[src/rtl/sel_sequencer.sv]
// Mode/selector sequencer: synchronizes and debounces two buttons, steps a 2-bit index
// (manually or by auto-scan) and presents it as binary (decode) or one-hot (encode).
module sel_sequencer #(
    parameter int DEB_CYCLES = 4,
    parameter int SCAN_DIV   = 8
) (
    input  logic       CLK,
    input  logic       RST,
    input  logic       BTN_NEXT,
    input  logic       BTN_MODE,
    input  logic       AUTO,
    output logic       SW,
    output logic [3:0] Sel,
    output logic       CHG
);

    localparam int DW = (DEB_CYCLES > 2) ? $clog2(DEB_CYCLES) : 1;
    localparam int PW = (SCAN_DIV > 2) ? $clog2(SCAN_DIV) : 1;

    // bit 0 = next button, bit 1 = mode button
    logic [1:0]         w_raw;
    logic [1:0]         r_sync1, r_sync2, r_lvl, r_lvl_q;
    logic [1:0][DW-1:0] r_dcnt;
    logic [1:0]         w_press;

    logic [PW-1:0]      r_pcnt;
    logic               w_tick, w_step, w_next_press, w_mode_press;

    logic [1:0]         r_idx, w_idx_n;
    logic               r_sw, w_sw_n;
    logic [3:0]         r_sel, w_sel_n;
    logic               r_chg, w_chg_n;

    assign w_raw = {BTN_MODE, BTN_NEXT};

    always_ff @(posedge CLK or posedge RST) begin
        if (RST) begin
            r_sync1 <= '0;
            r_sync2 <= '0;
            r_lvl_q <= '0;
        end else begin
            r_sync1 <= w_raw;
            r_sync2 <= r_sync1;
            r_lvl_q <= r_lvl;
        end
    end

    // Level is accepted only after it has differed for DEB_CYCLES consecutive edges
    always_ff @(posedge CLK or posedge RST) begin
        if (RST) begin
            r_lvl  <= '0;
            r_dcnt <= '0;
        end else begin
            for (int i = 0; i < 2; i++) begin
                if (r_sync2[i] == r_lvl[i]) begin
                    r_dcnt[i] <= '0;
                end else if (r_dcnt[i] == DW'(DEB_CYCLES - 1)) begin
                    r_lvl[i]  <= r_sync2[i];
                    r_dcnt[i] <= '0;
                end else begin
                    r_dcnt[i] <= r_dcnt[i] + DW'(1);
                end
            end
        end
    end

    assign w_press      = r_lvl & ~r_lvl_q;
    assign w_next_press = w_press[0];
    assign w_mode_press = w_press[1];

    assign w_tick = AUTO && (r_pcnt == PW'(SCAN_DIV - 1));
    assign w_step = w_next_press | w_tick;

    always_ff @(posedge CLK or posedge RST) begin
        if (RST)
            r_pcnt <= '0;
        else if (!AUTO || w_mode_press || w_tick)
            r_pcnt <= '0;
        else
            r_pcnt <= r_pcnt + PW'(1);
    end

    // Mode toggle takes priority over a coincident step
    always_comb begin
        w_idx_n = r_idx;
        w_sw_n  = r_sw;
        if (w_mode_press) begin
            w_sw_n  = ~r_sw;
            w_idx_n = 2'd0;
        end else if (w_step) begin
            w_idx_n = r_idx + 2'd1;
        end
        w_sel_n = w_sw_n ? (4'b0001 << w_idx_n) : {2'b00, w_idx_n};
        w_chg_n = w_mode_press | w_step;
    end

    always_ff @(posedge CLK or posedge RST) begin
        if (RST) begin
            r_idx <= 2'd0;
            r_sw  <= 1'b0;
            r_sel <= 4'b0000;
            r_chg <= 1'b0;
        end else begin
            r_idx <= w_idx_n;
            r_sw  <= w_sw_n;
            r_sel <= w_sel_n;
            r_chg <= w_chg_n;
        end
    end

    assign SW  = r_sw;
    assign Sel = r_sel;
    assign CHG = r_chg;

endmodule
[config.mk]
export PLATFORM = sky130hd
export DESIGN_NAME = sel_sequencer
export DESIGN_NICKNAME = d
export VERILOG_FILES = /design/src/rtl/sel_sequencer.sv
export SDC_FILE = /design/constraint.sdc
export NUM_CORES = 1
export LEC_CHECK = 0
export ABC_AREA = 1
export ABC_CLOCK_PERIOD_IN_PS = 1900
export BUFFER_PORTS_ARGS = -buffer_cell sky130_fd_sc_hd__buf_2
export CORE_AREA = 2 2 58 60
export CTS_CLUSTER_DIAMETER = 50
export DETAILED_ROUTE_END_ITERATION = 10
export DIE_AREA = 0 0 60 62
export PLACE_DENSITY = 0.46
export SLEW_MARGIN = 20
export SYNTH_ARGS = -nofsm -noshare
export SYNTH_HDL_FRONTEND = slang
export SYNTH_SLANG_ARGS = --single-unit
[constraint.sdc]
create_clock -name CLK -period 1.9 [get_ports CLK]
set_clock_uncertainty 0.15 [all_clocks]
set_input_delay 0.095 -clock CLK [delete_from_list [all_inputs] [get_ports CLK]]
set_output_delay 0.095 -clock CLK [all_outputs]
set_load 0.02 [all_outputs]
* Yosys cells after proc, flatten, opt, wreduce, memory -nomap -nowiden *
Cells that the tools add are included.
W data, S select, Z words.

operators by class
  equal/unequal tests = 5
  order comparisons = 0
  muxes and demuxes = 9
  div/mod/pow operators = 0
  reductions and logical operators = 6
  add/sub/neg operators = 4
  multipliers = 0
  shift-type cells = 1
  bitwise gates (word level) = 7

operators by type and width
  operator               number
  $mux W2                6
  $add A2 B1 Y2 const B  3
  $eq A2 B2 Y1 const B   2
  $mux W4                1
  $reduce_and A2 Y1      2
  $shl A1 B2 Y4 const A  1
  $add A3 B1 Y3 const B  1
  $eq A3 B3 Y1 const B   1
  $mux W3                1
  $not A1 Y1             3
  $and A2 B2 Y2          1
  $eq A1 B1 Y1           2
  $logic_or A1 B1 Y1     2
  $not A2 Y2             1
  $or A1 B1 Y1           2
  $logic_and A1 B1 Y1    1
  $logic_not A1 Y1       1
  $mux W1                1

storage, ports and cells
  memories kept = 0
  flip-flop bits (word level) = 23
  output and inout bits = 6
  bits in writable memories = 0
  latch bits = 0
  ROM bits = 0
  input port bits = 5
  word-level logic and storage cells = 44

* Depth between registers and ports, before layout *
  depth after elaboration = 7
  gate-level depth with buffers = 9

* Worst setup path before layout *
No wires, ideal clock.

  path kind = register to register
  from = reg r_pcnt[0]
  to = reg r_sel[0], in the netlist Sel[0]
  cell stages (with the launch flop) = 9
  buffers on the path = 0
  arrival time = 1.199 ns
  slack = 0.433 ns
  cell sequence = dfrtp_1 -> ha_1 -> ha_1 -> nand2_2 -> nand2_1 -> nand2_1 -> nand3_1 -> nand3_1 -> nand2_1

on the way
  cells in the longest elaborated chain, start to end = 7

ends and longest elaborated chain
  item                     RTL line  RTL
  from (decl)              26        logic [PW-1:0] r_pcnt;
  from (signal assigned)   80        r_pcnt <= r_pcnt + PW'(1);
  $eq A3 B3 Y1 (*)         71        assign w_tick = AUTO && (r_pcnt == PW'(SCAN_DIV - 1));
  $logic_and A1 B1 Y1 (*)  71
  $or A1 B1 Y1 (*)         72        assign w_step = w_next_press | w_tick;
  $mux W2 (*)              90        end else if (w_step) begin
  $mux W2 (*)              87        if (w_mode_press) begin
  $shl A1 B2 Y4            93        w_sel_n = w_sw_n ? (4'b0001 << w_idx_n) : {2'b00, w_idx_n};
  $mux W4 (*)              93
  net w_sel_n[0]           31        logic [3:0] r_sel, w_sel_n;
  to (signal assigned)     106       r_sel <= w_sel_n;
  to (decl)                31

The timed path passes the listed nets; every way through them passes the cells marked *.
A chain may end at the register's enable or synchronous reset.

* Final worst setup path *
Same ends and word-level chain as after synthesis.

==> results.sh <==
export IMPL_status="completed"
export IMPL_required_ns=1.96
export IMPL_die_h_um=62
export IMPL_cts_max_level=1
export IMPL_max_stage_delay_ns=0.41
export IMPL_syn_nets=87
export IMPL_grt_overflow_total=0
export IMPL_via_per_inst=3.83
export IMPL_regArea_um2=576
export IMPL_multiInputGateArea_um2=290
export IMPL_path_cells="ha_1 > ha_1 > nand2_2 > nand2_1 > nand2_1 > nand3_1 > nand3_1 > nand2_1"
export IMPL_n_antenna_cell=0
export IMPL_grt_pass1_vias=512
export IMPL_num_fill_cells=313
export IMPL_max_freq_mhz=629
export IMPL_start_util_pct=28.5
export IMPL_dieArea_um2=3720
export IMPL_cp_depth=8
export IMPL_portBuffers=10
export IMPL_grt_pass1_wl_um=2320
export IMPL_period_minus_slack_ns=1.59
export IMPL_fin_area_um2=1090
export IMPL_drv_cap=0
export IMPL_critPathArrivalTime_ns=1.65
export IMPL_cellLeakagePower_nw=0.573
export IMPL_dp_hpwl_um=902
export IMPL_drt_wl_total_um=1200
export IMPL_critPathSlowestCell="dfrtp_1"
export IMPL_critPathTopFamily="simple AND/OR/NAND/NOR gates"
export IMPL_slew_headroom_pct=81.5
export IMPL_ys_seq_elements=23
export IMPL_ff2ff_setup_slack_ns=0.31
export IMPL_slew_viol_final=0
export IMPL_post_drt_wl_per_cell_um=8.41
export IMPL_final_nets=107
export IMPL_cts_sinks=23
export IMPL_vias=547
export IMPL_setup_violations=0
export IMPL_core_area_um2=3180
export IMPL_ios=11
export IMPL_fin_setup_tns_ns=0
export IMPL_clock_latency_ns=0.30
export IMPL_min_path_type="in -> async"
export IMPL_cts_root_buf="clkbuf_4"
export IMPL_area_growth_syn_to_layout_pct=20.1
export IMPL_crit_start="r_pcnt[0]"
export IMPL_die_w_um=60
export IMPL_end_kind="flip-flop"
export IMPL_ctsLongestPathBuffers=2
export IMPL_drt_iter0_drc=7
export IMPL_synth_ff_type="dfrtp_1"
export IMPL_mostFrequentLayoutCells="dfrtp_1, inv_1, nand2_1, buf_2, nand3_1"
export IMPL_syn_area_um2=907
export IMPL_ant_nets=0
export IMPL_syn_inst=78
export IMPL_drcViolationCount=0
export IMPL_async_reset_ff_share_pct=100
export IMPL_crit_path_frequent_cell="nand2_1"
export IMPL_ys_warnings_count=0
export IMPL_r2r_worst_path_cells=8
export IMPL_synth_edf_count=0
export IMPL_place_area_um2=1020
export IMPL_numCtsBuffers=3
export IMPL_cp_num_buf_inv=0
export IMPL_layout_commonest_cell="dfrtp_1"
export IMPL_holdWs_ns=0.192
export IMPL_gp_congestion=0.656
export IMPL_worst_path_max_fanout=6
export IMPL_cts_resized=0
export IMPL_first_pass_iters=4
export IMPL_drive_gt1_share_pct=28.9
export IMPL_rows=21
export IMPL_tritoncts="done"
export IMPL_fin_crit_sh_pct=83.6
export IMPL_r2r_start="r_pcnt[0]"
export IMPL_p_per_area_nw_per_um2=1470
export IMPL_synth_seq_area_share_pct=63.4
export IMPL_syn_avg_cell_area_um2=11.6
export IMPL_worst_pin_slew_ns=0.278
export IMPL_grt_max_degree=24
export IMPL_vdd_ir_drop_max_v=0.000552
export IMPL_cp_start_kind="flip-flop"
export IMPL_final_hold_viol_count=0
export IMPL_reg2reg_to="Sel[0]"
export IMPL_ys_types=17
export IMPL_final_util_pct=34.3
export IMPL_crit_end="Sel[0]"
export IMPL_critPathKind="reg -> reg"
export IMPL_grt_usage_pct=8.63
export IMPL_rsz0062_at_grt="false"
export IMPL_path_clk_slew_ns=0.12
export IMPL_antenna_found_initial=0
==> worst min path at each step <==
stage | endpoint | slack [ns] | depth (start not counted)
4_1_cts | r_dcnt[1] | 0.20 | 4
3_5_place_dp | r_dcnt[1] | -0.001 | 3
6_report | r_sync2[0] | 0.19 | 4
3_3_place_gp | r_dcnt[1] | -0.005 | 3
2_1_floorplan | CHG | -0.05 | 1
5_1_grt | r_sync2[0] | 0.23 | 0
==> cells in the mapped netlist (2+ instances only) <==
master	count	area, um2
nand3_1	7	35.0
nand2_4	2	22.5
nand2_1	10	37.5
mux2_2	2	22.5
inv_1	10	37.5
ha_1	4	50.1
nand2_2	4	25.0
nor3_1	2	10.0
xnor2_1	2	17.5
nor2_1	6	22.5
dfrtp_1	23	576
==> registers in the layout, summed over array words and instances, names as in the netlist <==
signal	cells
r_dcnt	4
r_sync2	2
CHG	1
SW	1
Sel	4
r_idx	2
r_lvl	2
r_pcnt	3
r_sync1	2
r_lvl_q	2
==> layout make-up <==
cell class | count | share of cell area (%)
tap | 46 | 5.28
timing repair buffer | 15 | 8.96
sequential | 23 | 52.8
multi-input combinational | 44 | 26.6
clock inverter | 1 | 0.459
clock buffer | 3 | 2.07
inverter | 11 | 3.79
==> per-stage QoR <==
| stage | cells | setup slack (ns) | total power [mW] |
|---|---|---|---|
| after floorplan | 78 | 0.433 | 1.26 |
| after global placement | 135 | 0.384 | 1.40 |
| after detailed placement | 135 | 0.328 | 1.41 |
| after CTS | 143 | 0.304 | 1.64 |
| after global routing | 143 | 0.133 | 1.79 |
| final | 143 | 0.311 | 1.60 |
==> kinds of logic after synthesis <==
logic type,synth area share (%)
simple gates,19.7
flops,63.4
buf+inv,4.55
fa+ha+maj,5.52
xor+xnor,3.72
mux,2.48
compound gates,0.551
==> layer usage <==
layer | vias up | GRT usage, % | routed length [um]
met5 | - | 0 | 0
met4 | 0 | 6.67 | 31
met3 | 4 | 2.28 | 43
met2 | 7 | 11.3 | 547
met1 | 254 | 12.0 | 580
li1 | 282 | - | -
==> power by group <==
group          total (mW)  leakage [nW]  internal, mW  switching [mW]
registers           0.743         0.288         0.658          0.0852
clock network       0.215        0.0177        0.0786           0.137
logic               0.645         0.267         0.241           0.403
total                1.60         0.573         0.978           0.625
==> tightest hold or removal path: stages <==
cell	delay [ns]
dlygate4sd3_1	0.53
buf_2	0.11
inv_1	0.04
buf_4	0.27
==> repair_timing <==
item | 4_1_cts | 5_1_grt
endpoints found under the setup margin | 0 | 0
buffers inserted | 0 | 0
hold buffers | 4 | 0
endpoints found under the hold margin | 29 | 0
Note: power is estimated with default switching activity, not from simulation.
